File: config.mk
export PLATFORM = sky130hd
export DESIGN_NAME = joybus_poller
export DESIGN_NICKNAME = d
export VERILOG_FILES = /design/src/rtl/joybus_pkg.sv /design/src/rtl/joybus_line_sync.sv /design/src/rtl/joybus_poller.sv
export SDC_FILE = /design/constraint.sdc
export NUM_CORES = 1
export LEC_CHECK = 0
export CAP_MARGIN = 20
export CORE_MARGIN = 2
export CORE_UTILIZATION = 63
export DETAILED_ROUTE_END_ITERATION = 7
export DONT_BUFFER_PORTS = 1
export PLACE_DENSITY_LB_ADDON = 0.12
export SETUP_SLACK_MARGIN = 0.15
export SLEW_MARGIN = 0
export SYNTH_ARGS = -nofsm -noshare
export SYNTH_HDL_FRONTEND = slang
export SYNTH_SLANG_ARGS = --single-unit
File: constraint.sdc
create_clock -name clk -period 2.5 [get_ports clk]
set_clock_uncertainty 0.05 [all_clocks]
set_input_delay 0.25 -clock clk [delete_from_list [all_inputs] [get_ports clk]]
set_output_delay 0.25 -clock clk [all_outputs]
set_load 0.02 [all_outputs]
File: src/rtl/joybus_pkg.sv
// Shared types and line-encoding constants for the joybus poller.
// Combinational helpers only; no latency and no flow control.
package joybus_pkg;

    typedef enum logic [2:0] {
        ST_IDLE,
        ST_TX,
        ST_STOP,
        ST_WAIT_RESP,
        ST_RX,
        ST_DONE
    } state_t;

    // line_oe level per quarter, quarter 0 in the MSB
    localparam logic [3:0]  ENC_ZERO = 4'b1110;
    localparam logic [3:0]  ENC_ONE  = 4'b1000;
    localparam logic [23:0] POLL_CMD = 24'h400300;

    function automatic logic enc_level(input logic bit_val, input logic [1:0] quarter);
        logic [3:0] pat;
        pat = bit_val ? ENC_ONE : ENC_ZERO;
        return pat[2'd3 - quarter];
    endfunction

endpackage

File: src/rtl/joybus_line_sync.sv
// Two-flop synchroniser for the raw pad level plus a falling-edge strobe.
// Latency: 2 clk to line_s, fall asserted with the first low line_s; no backpressure.
module joybus_line_sync (
    input  logic clk,
    input  logic reset_n,
    input  logic line_in,
    output logic line_s,
    output logic fall
);

    logic sync1;
    logic sync2;
    logic prev;

    always_ff @(posedge clk or negedge reset_n) begin
        if (!reset_n) begin
            sync1 <= 1'b1;
            sync2 <= 1'b1;
            prev  <= 1'b1;
        end else begin
            sync1 <= line_in;
            sync2 <= sync1;
            prev  <= sync2;
        end
    end

    assign line_s = sync2;
    assign fall   = prev & ~sync2;

endmodule

File: src/rtl/joybus_poller.sv
// Single-wire open-drain poller: quarter-bit command TX, mid-bit sampled RX, one-shot/auto poll.
// Latency: line_oe rises the cycle after launch; no backpressure, start while busy is dropped.
module joybus_poller
    import joybus_pkg::*;
#(
    parameter int QUARTER_CYC = 50,
    parameter int CMD_BITS    = 24,
    parameter int RESP_BITS   = 64,
    parameter int POLL_PERIOD = 300000,
    parameter int TIMEOUT_CYC = 1000
) (
    input  logic                 clk,
    input  logic                 reset_n,
    input  logic [CMD_BITS-1:0]  cmd,
    input  logic                 start,
    input  logic                 auto_en,
    input  logic                 line_in,
    output logic                 line_oe,
    output logic                 busy,
    output logic [RESP_BITS-1:0] resp_data,
    output logic                 resp_valid,
    output logic                 timeout_err
);

    localparam int QW      = (QUARTER_CYC > 1) ? $clog2(QUARTER_CYC) : 1;
    localparam int CNT_MAX = (TIMEOUT_CYC > 6*QUARTER_CYC) ? TIMEOUT_CYC : 6*QUARTER_CYC;
    localparam int CW      = $clog2(CNT_MAX + 1);
    localparam int PW      = $clog2(POLL_PERIOD);
    localparam int BW      = $clog2(CMD_BITS + 1);
    localparam int RBW     = $clog2(RESP_BITS + 1);

    state_t               state, state_nxt;
    logic [QW-1:0]        qcnt;
    logic [1:0]           qidx;
    logic [BW-1:0]        bidx;
    logic [CMD_BITS-1:0]  tx_sr;
    logic [RESP_BITS-1:0] rx_sr;
    logic [RESP_BITS-1:0] rx_shift;
    logic [RBW-1:0]       rbits;
    logic [CW-1:0]        cnt;
    logic [PW-1:0]        tmr;
    logic                 sampled;
    logic                 line_s, fall;
    logic                 launch, do_sample, rx_last, abort, q_end, bit_end;

    joybus_line_sync u_sync (
        .clk     (clk),
        .reset_n (reset_n),
        .line_in (line_in),
        .line_s  (line_s),
        .fall    (fall)
    );

    assign busy     = (state != ST_IDLE);
    assign rx_shift = {rx_sr[RESP_BITS-2:0], line_s};
    assign q_end    = (qcnt == QW'(QUARTER_CYC - 1));
    assign bit_end  = q_end && (qidx == 2'd3);

    // line_oe decodes from async-reset state, so reset releases the line without a clock
    always_comb begin
        state_nxt = state;
        launch    = 1'b0;
        do_sample = 1'b0;
        rx_last   = 1'b0;
        abort     = 1'b0;
        line_oe   = 1'b0;
        unique case (state)
            ST_IDLE: begin
                if (start || (auto_en && tmr == PW'(POLL_PERIOD - 1))) begin
                    launch    = 1'b1;
                    state_nxt = ST_TX;
                end
            end
            ST_TX: begin
                line_oe = enc_level(tx_sr[CMD_BITS-1], qidx);
                if (bit_end && bidx == BW'(CMD_BITS - 1))
                    state_nxt = ST_STOP;
            end
            ST_STOP: begin
                line_oe = enc_level(1'b1, qidx);
                if (bit_end)
                    state_nxt = ST_WAIT_RESP;
            end
            ST_WAIT_RESP: begin
                if (fall)
                    state_nxt = ST_RX;
                else if (cnt == CW'(TIMEOUT_CYC - 1)) begin
                    abort     = 1'b1;
                    state_nxt = ST_IDLE;
                end
            end
            ST_RX: begin
                // cnt is cycles since the bit's falling edge; edges before the sample are glitches
                if (!sampled) begin
                    if (cnt == CW'(2*QUARTER_CYC)) begin
                        do_sample = 1'b1;
                        if (rbits == RBW'(RESP_BITS - 1)) begin
                            rx_last   = 1'b1;
                            state_nxt = ST_DONE;
                        end
                    end
                end else if (!fall && cnt == CW'(6*QUARTER_CYC - 1)) begin
                    abort     = 1'b1;
                    state_nxt = ST_IDLE;
                end
            end
            ST_DONE: begin
                if (line_s && cnt == CW'(4*QUARTER_CYC - 1))
                    state_nxt = ST_IDLE;
            end
            default: state_nxt = ST_IDLE;
        endcase
    end

    always_ff @(posedge clk or negedge reset_n) begin
        if (!reset_n)
            state <= ST_IDLE;
        else
            state <= state_nxt;
    end

    always_ff @(posedge clk or negedge reset_n) begin
        if (!reset_n) begin
            qcnt        <= '0;
            qidx        <= '0;
            bidx        <= '0;
            tx_sr       <= '0;
            rx_sr       <= '0;
            rbits       <= '0;
            cnt         <= '0;
            tmr         <= '0;
            sampled     <= 1'b0;
            resp_data   <= '0;
            resp_valid  <= 1'b0;
            timeout_err <= 1'b0;
        end else begin
            resp_valid  <= 1'b0;
            timeout_err <= abort;
            // saturates while busy so an overdue auto poll launches as soon as IDLE is reached
            if (!auto_en || launch)
                tmr <= '0;
            else if (tmr != PW'(POLL_PERIOD - 1))
                tmr <= tmr + 1'b1;
            case (state)
                ST_IDLE: begin
                    if (launch) begin
                        tx_sr <= cmd;
                        bidx  <= '0;
                        qcnt  <= '0;
                        qidx  <= '0;
                    end
                end
                ST_TX, ST_STOP: begin
                    if (q_end) begin
                        qcnt <= '0;
                        qidx <= qidx + 1'b1;
                    end else begin
                        qcnt <= qcnt + 1'b1;
                    end
                    if (bit_end) begin
                        tx_sr <= tx_sr << 1;
                        bidx  <= bidx + 1'b1;
                    end
                    cnt <= '0;
                end
                ST_WAIT_RESP: begin
                    if (fall) begin
                        cnt     <= CW'(1);
                        sampled <= 1'b0;
                        rbits   <= '0;
                    end else begin
                        cnt <= cnt + 1'b1;
                    end
                end
                ST_RX: begin
                    if (do_sample) begin
                        rx_sr   <= rx_shift;
                        rbits   <= rbits + 1'b1;
                        sampled <= 1'b1;
                        cnt     <= cnt + 1'b1;
                        if (rx_last) begin
                            resp_data  <= rx_shift;
                            resp_valid <= 1'b1;
                            cnt        <= '0;
                        end
                    end else if (sampled && fall) begin
                        cnt     <= CW'(1);
                        sampled <= 1'b0;
                    end else begin
                        cnt <= cnt + 1'b1;
                    end
                end
                ST_DONE: cnt <= line_s ? cnt + 1'b1 : '0;
                default: ;
            endcase
        end
    end

endmodule

==> flow_summary.json <==
{
  "status": "finished with violations",
  "failed_checks": "hold timing",
  "r2r-start": "tmr[1]$_DFFE_PN0P_",
  "startpoint": "tmr[1]$_DFFE_PN0P_",
  "yosysSeqAreaShare_pct": 56.2,
  "drcViolationCount": 0,
  "rsz0062_at_grt": "yes",
  "cts_tree": "done",
  "numClockSinks": 209,
  "cts_buffers": 22,
  "io_buffers": 0,
  "synthArstFlopShare_pct": 100,
  "synth_cell_types": 64,
  "num_antenna_cells": 0,
  "syn_to_final_growth_pct": 13.6,
  "antenna_found_initial": 0,
  "startpoint_type": "flip-flop",
  "final_hold_viol_count": 209,
  "root_buffer": "clkbuf_16",
  "worstHoldPathType": "in -> async",
  "layout_commonest_cell": "nand2_1",
  "tightest_slew_ps": 645,
  "cpPeakStageDelay_ps": 420,
  "grt_pass1_wl_microns": 31800,
  "layout_common_cells": "423 x nand2_1, 206 x dfrtp_1, 36 x nor2_1, 29 x mux2_2, 27 x dlygate4sd3_1",
  "yosys.area.top_type_share_pct": 55.4,
  "drt_iter0_markers": 509,
  "grt_max_degree": 210,
  "netlist_instances": 974,
  "fin_setup_tns_ps": 0,
  "crit_required_ps": 2840,
  "wire_per_inst_microns": 15.5,
  "via_count": 6709,
  "power_density_nw_per_um2": 909,
  "avgSynthCellArea_sq_um": 9.56,
  "ys.flop_type": "dfrtp_1",
  "cp.arrival_ps": 2670,
  "fin_hold_ws_ps": -608,
  "clock_latency_ps": 500,
  "setup_viol": 0,
  "fin_nets": 1034,
  "max_slew_margin_pct": 56.9,
  "syn_nets": 1012,
  "die_y_microns": 126,
  "die_x_microns": 126,
  "cts_buffer_depth": 3,
  "maxCapViolations": 0,
  "syn_area_sq_um": 9310,
  "postRouteAntennaNets": 0,
  "path_class": "reg -> reg",
  "die_area_sq_um": 15800,
  "num_rows": 44,
  "drt-total-wl_microns": 18500,
  "synth_area_leaders": "dfrtp_1 55%, nand2_1 17%, mux2_2 3.5%, mux2_4 2.7%, nor2_1 1.5%",
  "dpl.hpwl_microns": 11200,
  "ctsHoldBuffers": 27,
  "overflow": 0,
  "viasPerCell": 5.61,
  "max_freq_mhz": 428,
  "cts_max_level": 1,
  "synth-seq-cells": 209,
  "worst-path-max-fanout": 13,
  "fin_crit_sh_pct": 93.4,
  "start_util_pct": 64.3,
  "critical_path.cell_chain": "ha_2 -> and4_4 -> and4_4 -> a31oi_4 -> o21ai_4 -> clkbuf_16 -> mux2_4",
  "vdd_ir_drop_max_v": 0.000842,
  "post_route_cells_drive_above_1_share_pct": 11.9,
  "path_buf_inv": 1,
  "firstDrtPassIters": 6,
  "path_common_cell": "and4_4",
  "synth_largest_area_cell": "dfrtp_1",
  "ios": 97,
  "endpoint_kind": "flip-flop",
  "place_congestion": 0.863,
  "slew_violations": 0,
  "clk_pin_slew_ps": 70,
  "p_leak_nw": 5.32,
  "period_needed_ps": 2340,
  "grtUsageTotal_pct": 23.9,
  "total_power_w": 0.00961,
  "path_delay_family": "simple AND/OR/NAND/NOR gates",
  "critPathSlowestCell": "dfrtp_1",
  "core_area_sq_um": 14500,
  "grt_pass1_vias": 6610,
  "synth_edf_count": 0,
  "yosys_warnings": 0
}
==> registers in the layout (all words and copies together), names as in the netlist <==
register and count:
tmr 19, u_sync.sync1 1, qcnt 6, tx_sr 24
qidx 2, rx_sr 63, timeout_err 1, sampled 1
rbits 7, u_sync.prev 1, resp_data 64, u_sync.line_s 1
bidx 5, resp_valid 1, state 3, cnt 10
==> final timing paths <==
kind	depth (start not counted)	to	slack, ps
max in group asynchronous	0	u_sync.sync1$_DFF_PN1_	2710
setup / recovery	7	tx_sr[11]$_DFFE_PN0P_	160
min in group clk	3	tmr[13]$_DFFE_PN0P_	50
setup reg to reg	7	tx_sr[11]$_DFFE_PN0P_	160
hold reg to reg	0	u_sync.line_s$_DFF_PN1_	320
hold / removal	0	rx_sr[10]$_DFFE_PN0P_	-610
==> metrics by stage <==
step	cells	setup slack, ps	utilization [%]	instance area (sq um)	hold slack (ps)
final	1195	164	73.0	10600	-608
after floorplan	974	232	-	9310	-95.6
after detailed placement	1127	162	65.5	9490	-90.2
after CTS	1193	153	72.7	10500	-621
after global routing	1195	129	73.0	10600	-627
after global placement	1127	229	65.5	9490	-89.9
==> what timing repair did <==
action | CTS | global route
resized for setup | 0 | 7
setup endpoints to repair | 0 | 25
buffers inserted | 0 | 1
hold endpoints to repair | 237 | 209
==> kinds of logic after synthesis <==
kind of cell	count (synthesis)	synth area share, %
compound gates	59	4.68
xor+xnor	22	2.07
fa+ha+maj	10	1.32
buf+inv	62	3.25
flops	209	56.2
mux	50	6.68
simple gates	562	25.8
==> worst reg2reg max path, delay by kind of cell (launching register included) <==
kind / cells / cell delay [ps]
flops: 1 / 420
compound gates: 2 / 410
mux: 1 / 320
fa+ha+maj: 1 / 240
simple gates: 2 / 550
buf+inv: 1 / 250
==> synth_stat cells (all sizes together), types with 3 or more instances <==
cell type and n:
dfrtp 206, clkbuf 23, o21ai 13, o22ai 8
and4 5, nor2 37, dfstp 3, o211ai 4
a311oi 3, a21boi 3, and3 4, nand4 16
inv 15, nand3 21, mux2i 4, nor3 7
buf 24, or3 9, nor4b 4, nand2 424
nor2b 10, ha 9, xnor2 13, nand2b 5
a211oi 3, a21oi 8, xor2 9, a31oi 6
and2 5, nand3b 3, mux2 46
==> power by group <==
group | leakage [nW] | switching (W) | total (W) | internal, W
Sequential | 2.84 | 0.000272 | 0.00399 | 0.00372
Combinational | 2.10 | 0.00109 | 0.00225 | 0.00117
Clock | 0.375 | 0.00130 | 0.00336 | 0.00206
Total | 5.32 | 0.00266 | 0.00961 | 0.00695
==> final cells by class <==
| class | instances | area (sq um) |
|---|---|---|
| clock inverter | 6 | 93.8 |
| fill | 1023 | 3900 |
| timing repair buffer | 45 | 485 |
| inverter | 15 | 56.3 |
| clock buffer | 33 | 672 |
| sequential | 209 | 5230 |
| tap | 184 | 230 |
| multi-input combinational | 703 | 3800 |
==> routing by layer <==
layer | vias up | track usage, % | routed length (microns)
met5 | - | 0 | 0
li1 | 3239 | - | -
met1 | 3234 | 32.7 | 7960
met3 | 34 | 4.58 | 952
met2 | 202 | 39.8 | 9170
met4 | 0 | 5.88 | 429
Power figures use the tool's default switching activity.
